`src/rtl/sm83_dbg_uart.sv`:
```
// 8N1 UART link layer for the SM83 debug interface: RX deserialiser into a
// toggle-handshake receive port, TX serialiser from a toggle-handshake transmit port.
module sm83_dbg_uart #(
  parameter int BAUD_DIV    = 217,
  parameter int SYNC_STAGES = 2
) (
  input  logic       clk,
  input  logic       nreset,
  input  logic       uart_rx,
  output logic       uart_tx,
  output logic [7:0] data_rx,
  output logic       data_rx_valid,
  output logic       data_rx_seq,
  input  logic       data_rx_ack,
  input  logic [7:0] data_tx,
  input  logic       data_tx_seq,
  output logic       data_tx_ack,
  output logic       rx_overrun
);

  // Counters load N-1 and expire at zero, so a load of BIT_LAST spans BAUD_DIV cycles.
  localparam logic [15:0] BIT_LAST  = 16'(BAUD_DIV - 1);
  localparam logic [15:0] HALF_LAST = 16'(BAUD_DIV / 2 - 1);

  typedef enum logic [2:0] {RX_IDLE, RX_START, RX_DATA, RX_STOP, RX_WAIT_HIGH} rx_state_t;
  typedef enum logic [1:0] {TX_IDLE, TX_START, TX_DATA, TX_STOP} tx_state_t;

  logic [SYNC_STAGES-1:0] sync;
  logic                   line;

  always_ff @(posedge clk) begin
    if (!nreset) sync <= '1;
    else         sync <= {sync[SYNC_STAGES-2:0], uart_rx};
  end

  assign line = sync[SYNC_STAGES-1];

  rx_state_t   rx_state;
  logic [15:0] rx_cnt;
  logic [2:0]  rx_idx;
  logic [7:0]  rx_shift;

  always_ff @(posedge clk) begin
    if (!nreset) begin
      rx_state      <= RX_IDLE;
      rx_cnt        <= '0;
      rx_idx        <= '0;
      rx_shift      <= '0;
      data_rx       <= '0;
      data_rx_valid <= 1'b0;
      data_rx_seq   <= 1'b0;
      rx_overrun    <= 1'b0;
    end else begin
      rx_overrun <= 1'b0;
      if (rx_cnt != '0) rx_cnt <= rx_cnt - 1'b1;
      case (rx_state)
        RX_IDLE: begin
          if (!line) begin
            rx_state <= RX_START;
            rx_cnt   <= HALF_LAST;
          end
        end
        RX_START: begin
          if (rx_cnt == '0) begin
            if (line) begin
              rx_state <= RX_IDLE;
            end else begin
              rx_state <= RX_DATA;
              rx_cnt   <= BIT_LAST;
              rx_idx   <= '0;
            end
          end
        end
        RX_DATA: begin
          if (rx_cnt == '0) begin
            rx_shift <= {line, rx_shift[7:1]};
            rx_cnt   <= BIT_LAST;
            rx_idx   <= rx_idx + 1'b1;
            if (rx_idx == 3'd7) rx_state <= RX_STOP;
          end
        end
        RX_STOP: begin
          if (rx_cnt == '0) begin
            // Unconsumed previous byte wins; the new one is dropped and flagged.
            if (data_rx_seq != data_rx_ack) begin
              rx_overrun <= 1'b1;
            end else begin
              data_rx       <= rx_shift;
              data_rx_valid <= line;
              data_rx_seq   <= ~data_rx_seq;
            end
            rx_state <= line ? RX_IDLE : RX_WAIT_HIGH;
          end
        end
        RX_WAIT_HIGH: begin
          if (line) rx_state <= RX_IDLE;
        end
        default: rx_state <= RX_IDLE;
      endcase
    end
  end

  tx_state_t   tx_state;
  logic [15:0] tx_cnt;
  logic [2:0]  tx_idx;
  logic [7:0]  tx_shift;

  always_ff @(posedge clk) begin
    if (!nreset) begin
      tx_state    <= TX_IDLE;
      tx_cnt      <= '0;
      tx_idx      <= '0;
      tx_shift    <= '0;
      uart_tx     <= 1'b1;
      data_tx_ack <= 1'b0;
    end else begin
      if (tx_cnt != '0) tx_cnt <= tx_cnt - 1'b1;
      case (tx_state)
        TX_IDLE: begin
          if (data_tx_seq != data_tx_ack) begin
            tx_shift <= data_tx;
            uart_tx  <= 1'b0;
            tx_cnt   <= BIT_LAST;
            tx_state <= TX_START;
          end
        end
        TX_START: begin
          if (tx_cnt == '0) begin
            uart_tx  <= tx_shift[0];
            tx_shift <= {1'b0, tx_shift[7:1]};
            tx_cnt   <= BIT_LAST;
            tx_idx   <= '0;
            tx_state <= TX_DATA;
          end
        end
        TX_DATA: begin
          if (tx_cnt == '0) begin
            tx_cnt <= BIT_LAST;
            tx_idx <= tx_idx + 1'b1;
            if (tx_idx == 3'd7) begin
              uart_tx  <= 1'b1;
              tx_state <= TX_STOP;
            end else begin
              uart_tx  <= tx_shift[0];
              tx_shift <= {1'b0, tx_shift[7:1]};
            end
          end
        end
        TX_STOP: begin
          if (tx_cnt == '0) begin
            data_tx_ack <= data_tx_seq;
            tx_state    <= TX_IDLE;
          end
        end
        default: tx_state <= TX_IDLE;
      endcase
    end
  end

endmodule

```
`config.mk`:
```
export PLATFORM = sky130hd
export DESIGN_NAME = sm83_dbg_uart
export DESIGN_NICKNAME = d
export VERILOG_FILES = /design/src/rtl/sm83_dbg_uart.sv
export SDC_FILE = /design/constraint.sdc
export NUM_CORES = 1
export LEC_CHECK = 0
export ABC_AREA = 1
export BUFFER_PORTS_ARGS = -buffer_cell sky130_fd_sc_hd__buf_2
export CORE_MARGIN = 3
export CORE_UTILIZATION = 55
export CTS_CLUSTER_DIAMETER = 150
export DETAILED_ROUTE_END_ITERATION = 12
export GPL_TIMING_DRIVEN = 0
export HOLD_SLACK_MARGIN = 0.03
export PLACE_DENSITY_LB_ADDON = 0.15
export SYNTH_ARGS = -nofsm -noshare
export SYNTH_HDL_FRONTEND = slang
export SYNTH_SLANG_ARGS = --single-unit
```
`constraint.sdc`:
```
create_clock -name clk -period 1.9 [get_ports clk]
set_input_delay 0.38 -clock clk [delete_from_list [all_inputs] [get_ports clk]]
set_output_delay 0.38 -clock clk [all_outputs]
set_load 0.01 [all_outputs]
```
==> results of run 1 <==
[cell families after synthesis]
| family | after synthesis | share of synthesized area [%] |
|---|---|---|
| buf+inv | 79 | 8.078 |
| compound gates | 65 | 8.702 |
| simple gates | 335 | 38.86 |
| fa+ha+maj | 14 | 4.367 |
| flops | 74 | 36.93 |
| xor+xnor | 6 | 1.310 |
| mux | 7 | 1.747 |
[per-layer routing]
layer | GRT usage, % | vias to the layer above | share of wire (%)
met4 | 10.30 | 0 | 1.9
met3 | 3.563 | 14 | 3.9
met5 | 0 | - | 0
li1 | - | 1959 | -
met1 | 29.59 | 1781 | 46
met2 | 37.61 | 90 | 48
[cell type report]
type	count	area, um^2	area share (%)
multi-input combinational	427	2255	49.03
sequential	74	1484	32.27
inverter	63	240.2	5.224
timing repair buffer	30	165.2	3.592
clock buffer	10	127.6	2.776
tap	96	120.1	2.612
clock inverter	6	112.6	2.449
buffer	16	93.84	2.041
[stage by stage]
stage	worst slack (ns)	total power, uW	setup TNS (ns)	util [%]
2_1_floorplan	0.09556	5840	0	-
3_3_place_gp	-0.1369	6587	-0.1369	61.23
3_5_place_dp	-0.1525	6717	-0.1525	61.23
4_1_cts	0.01936	8294	0	64.97
5_1_grt	-0.0003109	9359	-0.0003109	66.22
6_report	0.1028	8557	0	66.22
[state kept, by name (all words and copies together), names as in the netlist]
| signal | cells |
|---|---|
| uart_tx | 1 |
| sync | 2 |
| rx_state | 3 |
| rx_shift | 8 |
| tx_cnt | 16 |
| data_rx_valid | 1 |
| tx_shift | 8 |
| rx_idx | 3 |
| rx_overrun | 1 |
| data_rx_seq | 1 |
| data_tx_ack | 1 |
| tx_state | 2 |
| tx_idx | 3 |
| data_rx | 8 |
| rx_cnt | 16 |
[power groups by stage]
| stage | Clock, uW | Combinational, uW | Sequential [uW] |
|---|---|---|---|
| finish | 1500 | 4740 | 2320 |
| global route | 1590 | 5390 | 2370 |
| CTS | 1510 | 4490 | 2290 |
| detailed placement | 0 | 4400 | 2320 |
| global placement | 0 | 4280 | 2310 |
| floorplan | 0 | 3600 | 2240 |
[worst max-delay path by stage]
| stage | from | end | slack [ns] |
|---|---|---|---|
| 2_1_floorplan | rx_cnt[0] | rx_cnt[0] | 0.1 |
| 3_3_place_gp | rx_cnt[0] | rx_cnt[0] | -0.14 |
| 3_5_place_dp | rx_cnt[0] | rx_cnt[0] | -0.15 |
| 4_1_cts | rx_cnt[0] | rx_cnt[0] | 0.02 |
| 5_1_grt | tx_state[1] | tx_shift[7] | -0.0003 |
| 6_report | tx_cnt[0] | tx_cnt[0] | 0.10 |
[critical path: cells and delay by family, from the launching register on]
kind            cells  cell delay, ns
fa+ha+maj           2            0.45
buf+inv             2            0.28
compound gates      1            0.19
flops               1            0.34
simple gates        4            0.41
[timing repair]
action	CTS	global route
pin swaps	1	5
setup endpoints to repair	1	20
setup buffers	1	5
gates resized for setup	4	15
[synthesized netlist by cell type, types with 2 or more instances]
| library cell | count |
|---|---|
| nand2_1 | 127 |
| nor2_1 | 92 |
| dfxtp_1 | 74 |
| inv_1 | 61 |
| nand3_1 | 48 |
| a21oi_1 | 37 |
| o21ai_0 | 19 |
| nand4_1 | 15 |
| ha_1 | 14 |
| nand3b_1 | 12 |
| nor3_1 | 12 |
| buf_2 | 7 |
| mux2i_1 | 7 |
| nor2_2 | 6 |
| nor2_4 | 6 |
| clkbuf_1 | 5 |
| or2_2 | 5 |
| nand2_2 | 4 |
| nand2_4 | 3 |
| xnor2_1 | 3 |
| xor2_1 | 3 |
| buf_6 | 2 |
| nand3_4 | 2 |
| o211ai_1 | 2 |
| o21bai_1 | 2 |
[cell usage in the layout, fill, tap and decap left out, types with 15 or more instances in the layout]
cell / instances
dfxtp_1: 72
nand3_1: 48
nand4_1: 15
buf_2: 29
inv_1: 57
o21ai_0: 19
a21oi_1: 36
nand2_1: 127
nor2_1: 90
==> reports/results.ini, run 1 <==
[sta]
worst_pin_slew_ns = 0.5922
fin_crit_sh_pct = 94.59
post-route-min-period_ns = 1.797
clock_skew_ns = 0.009777
hold-worst-slack_ns = 0.2146
finalHoldViolCount = 0
slew_violations = 0
max_freq_mhz = 556.4
setup_viol = 0
relSlewSlack_pct = 60.52

[logic_synthesis]
synthCells = 580
ys.flop_type = dfxtp_1
synthArstFlopShare_pct = 0
yosysTopAreaCell = dfxtp_1
yosys_warnings = 0
synth.cell_area_mm2 = 0.004011
yosysUniqueCellTypes = 37
synth_area_leaders = dfxtp_1 (37%), nand2_1 (12%), nor2_1 (8.6%), nand3_1 (6.0%), inv_1 (5.7%)
synth-edff-count = 0
seq_area_frac_synth_pct = 36.93
synth_seq_cells = 74
synthesis.nets = 607
avgSynthCellArea_um2 = 6.916
synth.top_cell.area_share_pct = 36.93

[setup_path]
critPathCaptureType = flip-flop
rr_endpoint = tx_cnt[0]
criticalPathCategory = reg2reg
cpPeakStageDelay_ns = 0.34
cp_cell_sequence = inv_2 -> ha_1 -> clkbuf_4 -> nand3_1 -> nor2_2 -> nand2_1 -> ha_1 -> a2bb2oi_1 -> nor2_1
r2r-start = tx_cnt[0]
cp_data_required_time_ns = 2.13
startpoint_type = flip-flop
reg2reg_slack_ns = 0.10
crit_path_frequent_cell = ha_1
r2r_cells = 9
path_max_fanout = 7
cp_slowest_cell = dfxtp_1
worstPathArrival_ns = 2.02

[detailed_routing]
via_count = 3844
drc_errors = 0
avgViaCountPerCell = 5.324
drt_iter0_markers = 175
postRouteAntennaNets = 0
drt-total-wl_um = 9196
avgRoutedWirePerCell_um = 12.74
first_pass_iters = 4

[min_path]
min_path_cells = 2
hp-class = in2reg
holdPathEnd = sync[0]
hold_start = uart_rx

[global_routing]
grtUsageTotal_pct = 22.95
grt_overflow_total = 0
grt_pass1_wl_um = 15890
grt_max_degree = 14
first_global_vias = 3604
antenna_found_initial = 0

[floorplan]
ios = 26
rows = 30
dieHeight_um = 91.40
die_width_um = 91.40
die_area_mm2 = 0.008354
start_util_pct = 57.77
design.core.area_mm2 = 0.006944

[run]
max_cap_viol_count = 0

[cells_and_area]
diodes = 0
fillerInstances = 619
final_nets = 648
area.growth.synth_to_final_pct = 14.63
drive_gt1_share_pct = 15.65
design_area_mm2 = 0.004598
instances_no_fill = 722

[clocking]
cts_root_buf = clkbuf_8
ctsHoldBuffers = 0
cts_tree = built
clockBufferDepth = 2
cts_sinks = 74
cts_buffers = 9
cts_htree_levels = 3
cts.clk_slew.worst_paths_ns = 0.08
insertion_delay_ns = 0.36

[power]
p_comb_share_pct = 55.4
p_leak_uw = 0.002176
ir_worst_vdd_uv = 1099
switching_share_pct = 46.16
pwr-share-seq_pct = 27.1
p_int_uw = 4607
p_per_area_mw_per_mm2 = 1861
power.switching_uw = 3950
pwr-share-clk_pct = 17.5

[place]
io_buffers = 24
place_inst = 700
dpl_cell_area_mm2 = 0.004252
gp_congestion = 0.8945
post-dp-hpwl_um = 6664

[outcome]
status = complete, no violations

No activity file was read; power rests on OpenSTA's default activity.
==> inputs of run 2 (changes only) <==
- ABC_AREA: 1 -> not set
- CORE_UTILIZATION: 55 -> 35
==> run 2 against run 1 <==
Compared with the run above:
- synthesized cell count shrank 23%
- cell count down 8.2%
- sequential share of layout area fell by 3.3 points
- synthesized area fell by 7.2%
- largest power group unchanged
- the flow now finishes with violations (negative setup slack)
- worst hold slack improved by 0.0082 ns
==> reports/results.ini, run 2 <==
[outcome]
status = complete, but fails checks
violations = negative setup slack

[place]
post-dp-hpwl_um = 6239  ; -6.4%
io_buffers = 25  ; +4.2%
gp_congestion = 0.8425  ; -5.8%

[logic_synthesis]
seq_area_frac_synth_pct = 39.80  ; +2.9 points
synthArstFlopShare_pct = 0  ; unchanged
synthCells = 445  ; -23%
yosysTopAreaCell = dfxtp_1
synth-edff-count = 0  ; unchanged
yosys_warnings = 0  ; unchanged
avgSynthCellArea_um2 = 8.365  ; +21%
synth_seq_cells = 74  ; unchanged
synth.top_cell.area_share_pct = 39.80  ; +2.9 points
synth_area_leaders = dfxtp_1 (40%), a21oi_1 (5.0%), nor2_1 (4.8%), ha_1 (4.7%), nand2_1 (4.3%)
synth_most_common_cell = dfxtp_1
ys.flop_type = dfxtp_1
synth_common_cells = dfxtp_1 (74), nor2_1 (48), nand2_1 (43)
synth.cell_area_mm2 = 0.003722  ; -7.2%
synthesis.nets = 472  ; -22%
yosysUniqueCellTypes = 57  ; +54%

[sta]
slew_violations = 0  ; unchanged
fin_crit_sh_pct = 131.0  ; +36 points
relSlewSlack_pct = 30.77  ; -30 points
worst_pin_slew_ns = 1.033  ; +0.4406 ns
rsz0062_at_grt = yes
clock_skew_ns = 0.01159  ; +0.001818 ns
setup_viol = 72  ; +72
post-route-min-period_ns = 2.488  ; +0.6912 ns
tns_ns = -25.98  ; -25.98 ns
finalHoldViolCount = 0  ; unchanged
final.setup.worst_slack_ns = -0.5885  ; -0.6912 ns
max_freq_mhz = 401.9  ; -28%

[cells_and_area]
top_regs = rx_cnt (16), tx_cnt (16)
final_common_cell = dfxtp_1
area.growth.synth_to_final_pct = 38.49
layout_common_cells = dfxtp_1 (66), nand2_1 (43), nor2_1 (36)
diodes = 0  ; unchanged
drive_gt1_share_pct = 37.38  ; +22 points
final_util_pct = 49.93  ; -16 points
final_nets = 549  ; -15%

[power]
p_leak_uw = 0.001958  ; -10%
p_total_uw = 9236  ; +7.9%
pwr-share-clk_pct = 14.3  ; -3.2 points
pwr-share-seq_pct = 24.0  ; -3.1 points
ir_worst_vdd_uv = 1124  ; +2.3%
switching_share_pct = 42.28  ; -3.9 points
p_comb_share_pct = 61.7  ; +6.3 points
p_int_uw = 5331  ; +16%
p_per_area_mw_per_mm2 = 1792  ; -3.7%
power.switching_uw = 3905  ; -1.1%

[clocking]
ctsHoldBuffers = 0  ; unchanged
cts_buffers = 9  ; unchanged
cts.clk_slew.worst_paths_ns = 0.09  ; about the same
cts_root_buf = clkbuf_8
clockBufferDepth = 2  ; unchanged
cts_sinks = 74  ; unchanged
cts_tree = built
cts_htree_levels = 3  ; unchanged
insertion_delay_ns = 0.35  ; about the same

[detailed_routing]
drt-total-wl_um = 10390  ; +13%
postRouteAntennaNets = 0  ; unchanged
via_count = 3562  ; -7.3%
avgRoutedWirePerCell_um = 15.67  ; +23%
avgViaCountPerCell = 5.373  ; +0.91%
first_pass_iters = 4  ; unchanged
drc_errors = 0  ; unchanged
drt_iter0_markers = 186  ; +6.3%

[floorplan]
ios = 26  ; unchanged
rows = 37  ; +23%
die_area_mm2 = 0.01191  ; +43%
start_util_pct = 36.06  ; -22 points
design.core.area_mm2 = 0.01032  ; +49%
die_width_um = 109.1  ; +19%
dieHeight_um = 109.1  ; +19%

[global_routing]
grtUsageTotal_pct = 17.77  ; -5.2 points
grt_max_degree = 14  ; unchanged
antenna_found_initial = 0  ; unchanged
grt_overflow_total = 0  ; unchanged
first_global_vias = 3468  ; -3.8%
grt_pass1_wl_um = 16890  ; +6.3%

[setup_path]
cp_data_required_time_ns = 2.11  ; -0.02 ns
worstPathArrival_ns = 2.70  ; +0.68 ns
path_max_fanout = 6  ; -1
criticalPathCategory = reg2reg
critPathCaptureType = flip-flop
startpoint_type = flip-flop

[min_path]
hp-class = in2reg

[run]
max_cap_viol_count = 0  ; unchanged

[run 2: cell types whose count changed after synthesis, moves of 7 or more]
cell and delta:
clkbuf_1 +13, inv_1 -48, mux2_2 +8, nand2_1 -84, nand3_1 -29, nand3b_1 -7
nand4_1 -13, nor2_1 -44, nor4_1 +10, or4_1 +7, xnor2_1 +9
[run 2: worst max-delay path, cell delays in order, from the launching register on]
cell and delay [ns]:
dfxtp_2 0.33, or4_4 0.53, or4_4 0.54, buf_8 0.16, or4_4 0.56, o21ai_1 0.15
a21oi_1 0.08
[run 2: metal layers]
metal / routed length, um / track usage (%) / share of wire, % / up-vias
met5: 0 / 0 / 0 / -
met4: 186 / 6.041 / 1.8 / 0
met3: 316 / 3.552 / 3.0 / 18
met2: 5398 / 30.44 / 52 / 64
met1: 4485 / 22.17 / 43 / 1725
li1: - / - / - / 1755
[run 2: final timing paths]
| kind | startpoint | to | slack [ns] | cells past startpoint |
|---|---|---|---|---|
| max | rx_cnt[13] | data_rx[1] | -0.59 | 6 |
| max reg2reg | rx_cnt[13] | data_rx[1] | -0.59 | 6 |
| min reg2reg | sync[0] | sync[1] | 0.41 | 1 |
| min | uart_rx | sync[0] | 0.22 | 2 |
[run 2: kinds of logic (layout without fill, tap and decap cells)]
family / count (synthesis) / in the layout / synth area share [%]
DFF: 74 / 74 / 39.80
adders and majority gates: 14 / 14 / 4.706
and+or+nand+nor: 177 / 178 / 24.07
muxes: 19 / 19 / 5.378
AOI/OAI and AO/OA: 102 / 102 / 16.77
xor gates and xnor gates: 21 / 21 / 4.941
buffers and inverters: 38 / 119 / 4.336
[run 2: power groups by stage]
stage          Combinational (uW)  Clock [uW]  Sequential, uW
5_1_grt                      6150        1410            2260
4_1_cts                      5080        1350            2200
3_3_place_gp                 3610           0            2210
2_1_floorplan                2960           0            2160
6_report                     5700        1320            2220
3_5_place_dp                 3630           0            2220
[run 2: final cells by class]
| cell class | instances | area, um^2 |
|---|---|---|
| Fill cell | 999 | 5169 |
| Sequential cell | 74 | 1491 |
| Multi-Input combinational cell | 334 | 2551 |
| Tap cell | 136 | 170.2 |
| Timing Repair Buffer | 70 | 553.0 |
| Buffer | 19 | 120.1 |
| Clock inverter | 5 | 60.06 |
| Inverter | 14 | 57.56 |
| Clock buffer | 11 | 151.4 |
[run 2: stage by stage]
stage	instances	hold slack (ns)	worst slack, ns	area (um^2)
floorplan	445	0.3863	-0.5702	3882
global placement	606	0.3995	-0.7904	4178
detailed placement	606	0.4047	-0.7627	4178
CTS	656	0.2252	-0.5794	4916
global route	663	0.2348	-0.6512	5155
finish	663	0.2228	-0.5885	5155
[run 2: timing repair]
action / CTS / global route
pin swaps: 42 / 29
gates resized for setup: 65 / 49
gates cloned: 3 / 2
endpoints found under the setup margin: 72 / 72
setup buffers: 35 / 11
